[config.mk]
export PLATFORM = sky130hd
export DESIGN_NAME = rr_stage_sequencer
export DESIGN_NICKNAME = d
export VERILOG_FILES = /design/src/rtl/rr_stage_sequencer.sv
export SDC_FILE = /design/constraint.sdc
export NUM_CORES = 1
export LEC_CHECK = 0
export BUFFER_PORTS_ARGS = -buffer_cell sky130_fd_sc_hd__buf_2
export CAP_MARGIN = 20
export CORE_UTILIZATION = 51
export CTS_BUF_LIST = sky130_fd_sc_hd__clkbuf_4 sky130_fd_sc_hd__clkbuf_8
export DETAILED_ROUTE_END_ITERATION = 7
export PLACE_DENSITY_LB_ADDON = 0.15
export SLEW_MARGIN = 30
export SYNTH_ARGS = -nofsm -noshare
export SYNTH_HDL_FRONTEND = slang
export SYNTH_SLANG_ARGS = --single-unit
[constraint.sdc]
create_clock -name clock -period 1.93 [get_ports clock]
set_clock_uncertainty 0.2 [all_clocks]
set_input_delay 0.193 -clock clock [delete_from_list [all_inputs] [get_ports clock]]
set_output_delay 0.193 -clock clock [all_outputs]
set_load 0.1 [all_outputs]
[src/rtl/rr_stage_sequencer.sv]
// Round-robin stage sequencer: enables one datapath module at a time with a
// one-cycle bus-turnaround gap, pass counting, watchdog and spurious-done detection.
module rr_stage_sequencer #(
  parameter int unsigned NUM_STAGES = 2,
  parameter int unsigned CNT_W      = 8,
  parameter int unsigned TIMEOUT    = 0,
  parameter int unsigned TO_W       = 16,
  parameter int unsigned SEL_W      = (NUM_STAGES > 1) ? $clog2(NUM_STAGES) : 1
) (
  input  logic                  clock,
  input  logic                  reset,
  input  logic                  soft_rst,
  input  logic                  start,
  input  logic [CNT_W-1:0]      in_passCount,
  input  logic [NUM_STAGES-1:0] in_doneFlags,
  output logic [NUM_STAGES-1:0] op_stageEnable,
  output logic [SEL_W-1:0]      op_activeStage,
  output logic                  op_busy,
  output logic                  op_allDone,
  output logic                  op_timeout,
  output logic                  op_spuriousDone
);

  localparam logic [SEL_W-1:0] LAST_IDX = SEL_W'(NUM_STAGES - 1);
  localparam logic [TO_W-1:0]  TO_LIMIT = (TIMEOUT == 0) ? '0 : TO_W'(TIMEOUT - 1);
  localparam bit               WD_EN    = (TIMEOUT != 0);

  typedef enum logic [1:0] {IDLE, RUN, GAP, FIN} state_t;

  state_t                state, state_nxt;
  logic [SEL_W-1:0]      active_nxt;
  logic [CNT_W-1:0]      passes_left, passes_nxt;
  logic                  continuous, continuous_nxt;
  logic [TO_W-1:0]       wd_cnt, wd_nxt;
  logic                  timeout_nxt, spurious_nxt;
  logic [NUM_STAGES-1:0] enable_nxt, active_mask;
  logic                  busy_nxt, all_done_nxt;
  logic                  active_done;

  // Mask form avoids indexing past NUM_STAGES when it is not a power of two
  assign active_mask = NUM_STAGES'(1) << op_activeStage;
  assign active_done = |(in_doneFlags & active_mask);

  // State and registered outputs
  always_ff @(posedge clock or posedge reset) begin
    if (reset) begin
      state           <= IDLE;
      op_activeStage  <= '0;
      passes_left     <= '0;
      continuous      <= 1'b0;
      wd_cnt          <= '0;
      op_timeout      <= 1'b0;
      op_spuriousDone <= 1'b0;
      op_stageEnable  <= '0;
      op_busy         <= 1'b0;
      op_allDone      <= 1'b0;
    end else begin
      state           <= state_nxt;
      op_activeStage  <= active_nxt;
      passes_left     <= passes_nxt;
      continuous      <= continuous_nxt;
      wd_cnt          <= wd_nxt;
      op_timeout      <= timeout_nxt;
      op_spuriousDone <= spurious_nxt;
      op_stageEnable  <= enable_nxt;
      op_busy         <= busy_nxt;
      op_allDone      <= all_done_nxt;
    end
  end

  // Next-state, stage index, pass counter, watchdog and sticky error flags
  always_comb begin
    state_nxt      = state;
    active_nxt     = op_activeStage;
    passes_nxt     = passes_left;
    continuous_nxt = continuous;
    wd_nxt         = '0;
    timeout_nxt    = op_timeout;
    spurious_nxt   = op_spuriousDone;
    if (soft_rst) begin
      state_nxt      = IDLE;
      active_nxt     = '0;
      passes_nxt     = '0;
      continuous_nxt = 1'b0;
      timeout_nxt    = 1'b0;
      spurious_nxt   = 1'b0;
    end else begin
      case (state)
        IDLE: begin
          if (start) begin
            state_nxt      = RUN;
            active_nxt     = '0;
            passes_nxt     = in_passCount;
            continuous_nxt = (in_passCount == '0);
            timeout_nxt    = 1'b0;
            spurious_nxt   = 1'b0;
          end
        end
        RUN: begin
          if (|(in_doneFlags & ~active_mask)) spurious_nxt = 1'b1;
          // A done on the watchdog's last cycle still advances normally
          if (active_done) begin
            state_nxt  = GAP;
            active_nxt = (op_activeStage == LAST_IDX) ? '0 : op_activeStage + SEL_W'(1);
            if (op_activeStage == LAST_IDX && !continuous && passes_left != '0) begin
              passes_nxt = passes_left - CNT_W'(1);
              if (passes_left == CNT_W'(1)) state_nxt = FIN;
            end
          end else if (WD_EN && wd_cnt == TO_LIMIT) begin
            state_nxt   = IDLE;
            timeout_nxt = 1'b1;
          end else begin
            wd_nxt = wd_cnt + TO_W'(1);
          end
        end
        GAP:     state_nxt = RUN;
        FIN:     state_nxt = IDLE;
        default: state_nxt = IDLE;
      endcase
    end
  end

  // Output values for the coming cycle, derived from the next state
  always_comb begin
    enable_nxt   = '0;
    busy_nxt     = (state_nxt != IDLE);
    all_done_nxt = (state_nxt == FIN);
    if (state_nxt == RUN) enable_nxt = NUM_STAGES'(1) << active_nxt;
  end

endmodule

==> results.py <==
metrics = {
    "synth": {
        "synthTopCellsByCount": "dfrtp_1, nor2_1, a21oi_1",
        "synth.avg_cell_area_um2": 9.06,
        "yosys_most_used_dff": "dfrtp_1",
        "synthArstFlopShare_pct": 100,
        "yosysMostFrequentCell": "dfrtp_1",
        "synthesis.area_um2": 1100,
        "syn_nets": 138,
        "synth_area_leaders": "dfrtp_1, o211ai_2, a21oi_1, nor2_1, o21ai_0",
        "ys_warn_count": 0,
        "synth_top_area_share_pct": 38.5,
        "post_synth_num_cell_types": 39,
        "synthCells": 122,
        "synth_top_area_cell": "dfrtp_1",
        "seq_area_frac_synth_pct": 38.5,
        "synth-edff-count": 0,
        "ys_ff_latch": 17,
    },
    "hold_path": {
        "holdCritPathClass": "input port to register",
        "hold_end": "continuous",
        "whs_path_depth": 4,
        "min_from": "in_passCount[3]",
    },
    "detailed_routing": {
        "drc": 0,
        "drt_iter0_drc": 28,
        "via_count": 1061,
        "ant_nets": 0,
        "viasPerCell": 5.80,
        "drt-wirelength-per-cell_um": 15.0,
        "first_pass_iters": 5,
        "wl_um": 2750,
    },
    "placed_design": {
        "place_inst": 174,
        "place.gp.congestion": 0.936,
        "place_area_um2": 1290,
        "io_buffers": 19,
        "pre_cts_ws_ns": -0.0673,
        "hpwl_um": 2100,
    },
    "finish": {
        "stdcell_count": 183,
        "final_area_um2": 1410,
        "syn_to_final_growth_pct": 27.7,
        "diodes": 0,
        "layout.nets": 173,
        "layout-drive-gt1-share_pct": 37.2,
    },
    "timing": {
        "post-route-period-util_pct": 97.8,
        "rsz0062_at_grt": "true",
        "fmax_ghz": 0.530,
        "relSlewSlack_pct": 63.4,
        "slew_violations": 0,
        "hold_ws_ns": 0.00693,
        "setup_violations": 0,
        "period_needed_ns": 1.89,
        "layout_setup_ws_ns": 0.0431,
        "worst_pin_slew_ns": 0.548,
        "finalHoldViolations": 0,
    },
    "critical_path": {
        "critical_path_arrival_ns": 1.89,
        "critPathRequiredTime_ns": 1.94,
        "cp-start-kind": "register",
        "critPathSlowestCell": "dfrtp_1",
        "rr_worst_depth": 6,
        "crit_path_end_kind": "register",
        "slowest_delay_ns": 0.41,
        "cp_max_fo": 7,
        "cp_cell_sequence": "inv_2, ha_4, nor3b_4, a41o_4, a211o_4, o221ai_2",
        "reg2reg_to": "passes_left[5]",
        "r2r_slack_ns": 0.04,
        "reg2reg_from": "passes_left[0]",
        "crit_type": "register to register",
    },
    "global_route": {
        "grt_usage_pct": 25.6,
        "antenna_found_initial": 0,
        "grt_first_pass_wirelength_um": 4710,
        "grt_start_max_net_pins": 18,
        "grt_pass1_vias": 1090,
        "grt_overflow": 0,
    },
    "floorplan": {
        "start_util_pct": 55.2,
        "io_pins": 21,
        "die_h_um": 48.5,
        "rows": 16,
        "die_area_um2": 2360,
        "die_x_um": 48.5,
        "core_um2": 2000,
    },
    "clocking": {
        "cts_tree": "yes",
        "clkTransAtPathRegs_ns": 0.10,
        "numClockSinks": 17,
        "h-tree-depth": 1,
        "cts_inserted_buffers": 3,
        "clock_latency_ns": 0.29,
        "cts_max_path_buffers": 2,
        "cts_root_buf": "clkbuf_4",
    },
    "power": {
        "finalPower_w": 0.00100,
        "powerDensity_nw_per_um2": 712,
        "p_leak_nw": 0.648,
        "ir_worst_vdd_uv": 485,
    },
    "status": {
        "status": "completed",
    },
    "run": {
        "maxCapViolCount": 0,
    },
}
[state kept, by name, indices dropped and copies added, names as in the netlist]
register / flops
continuous: 1
op_activeStage: 1
op_allDone: 1
op_busy: 1
op_spuriousDone: 1
op_stageEnable: 2
passes_left: 8
state: 2
[what timing repair did]
action	CTS	global route
resized for setup	2	6
endpoints found under the setup margin	9	9
pin swaps	2	4
hold buffers	3	0
setup buffers	1	1
hold endpoints to repair	20	0
[stage by stage]
stage	util (%)	TNS (ns)
floorplan	-	-0.340
global placement	64.6	-0.144
detailed placement	64.6	-0.439
CTS	68.1	-0.000318
global route	70.5	-0.0151
finish	70.5	0
[power breakdown]
part	switching [W]	leakage [nW]	total (W)	internal (W)
clock network	0.000112	0.0177	0.000189	0.0000769
logic	0.000233	0.403	0.000395	0.000162
registers	0.0000345	0.228	0.000421	0.000386
total	0.000379	0.648	0.00100	0.000626
[cells in the final DEF (no fill, tap or decap), drive strengths merged, types with 2 or more instances in the layout]
cell type    instances
nor2b                3
nor4                 4
nand3                6
mux2i                2
o211ai               5
nand2                5
inv                  7
nor3b                4
o221ai               2
nor2                13
o21ai                9
dlygate4sd3          3
ha                   2
buf                 33
a21oi               12
a21o                 2
or4                  2
dfrtp               17
clkbuf               3
o21bai               2
nor3                 4
[area by class of cell]
cell class,instances,area (µm²)
multi-input combinational,92,664
sequential,17,429
timing repair buffer,36,230
fill,165,591
clock buffer,3,22.5
tap,27,33.8
clock inverter,1,5.00
inverter,7,26.3
[worst max-delay path by stage]
stage | startpoint | to | slack, ns | cells past startpoint
floorplan | op_activeStage | passes_left[7] | -0.05 | 6
detailed placement | passes_left[0] | passes_left[0] | -0.07 | 6
finish | passes_left[0] | passes_left[5] | 0.04 | 6
global placement | passes_left[0] | passes_left[0] | -0.04 | 6
CTS | passes_left[0] | passes_left[0] | -0.0003 | 6
global route | passes_left[0] | passes_left[5] | -0.02 | 6
[critical path: cells and delay by family, from the launching register on]
kind | cells | cell delay [ns]
AOI/OAI and AO/OA | 3 | 0.81
adders and majority gates | 1 | 0.16
buffers and inverters | 1 | 0.07
DFF | 1 | 0.41
and+or+nand+nor | 1 | 0.15
[layer usage]
metal / GRT usage [%] / up-vias / routed length, µm
li1: - / 516 / -
met1: 31.3 / 511 / 1200
met2: 47.4 / 32 / 1410
met3: 2.83 / 2 / 135
met4: 6.86 / 0 / 7
met5: 0 / - / 0
[cells by family (layout without fill, tap and decap cells)]
logic type	Yosys count	in the layout	share of synthesized area (%)
DFF	17	17	38.5
other	1	1	0.339
AOI/OAI and AO/OA	40	40	26.8
adders and majority gates	2	2	2.26
buffers and inverters	13	47	6.91
muxes	2	2	1.81
and+or+nand+nor	47	47	23.3
(Power assumes the default switching activity.)
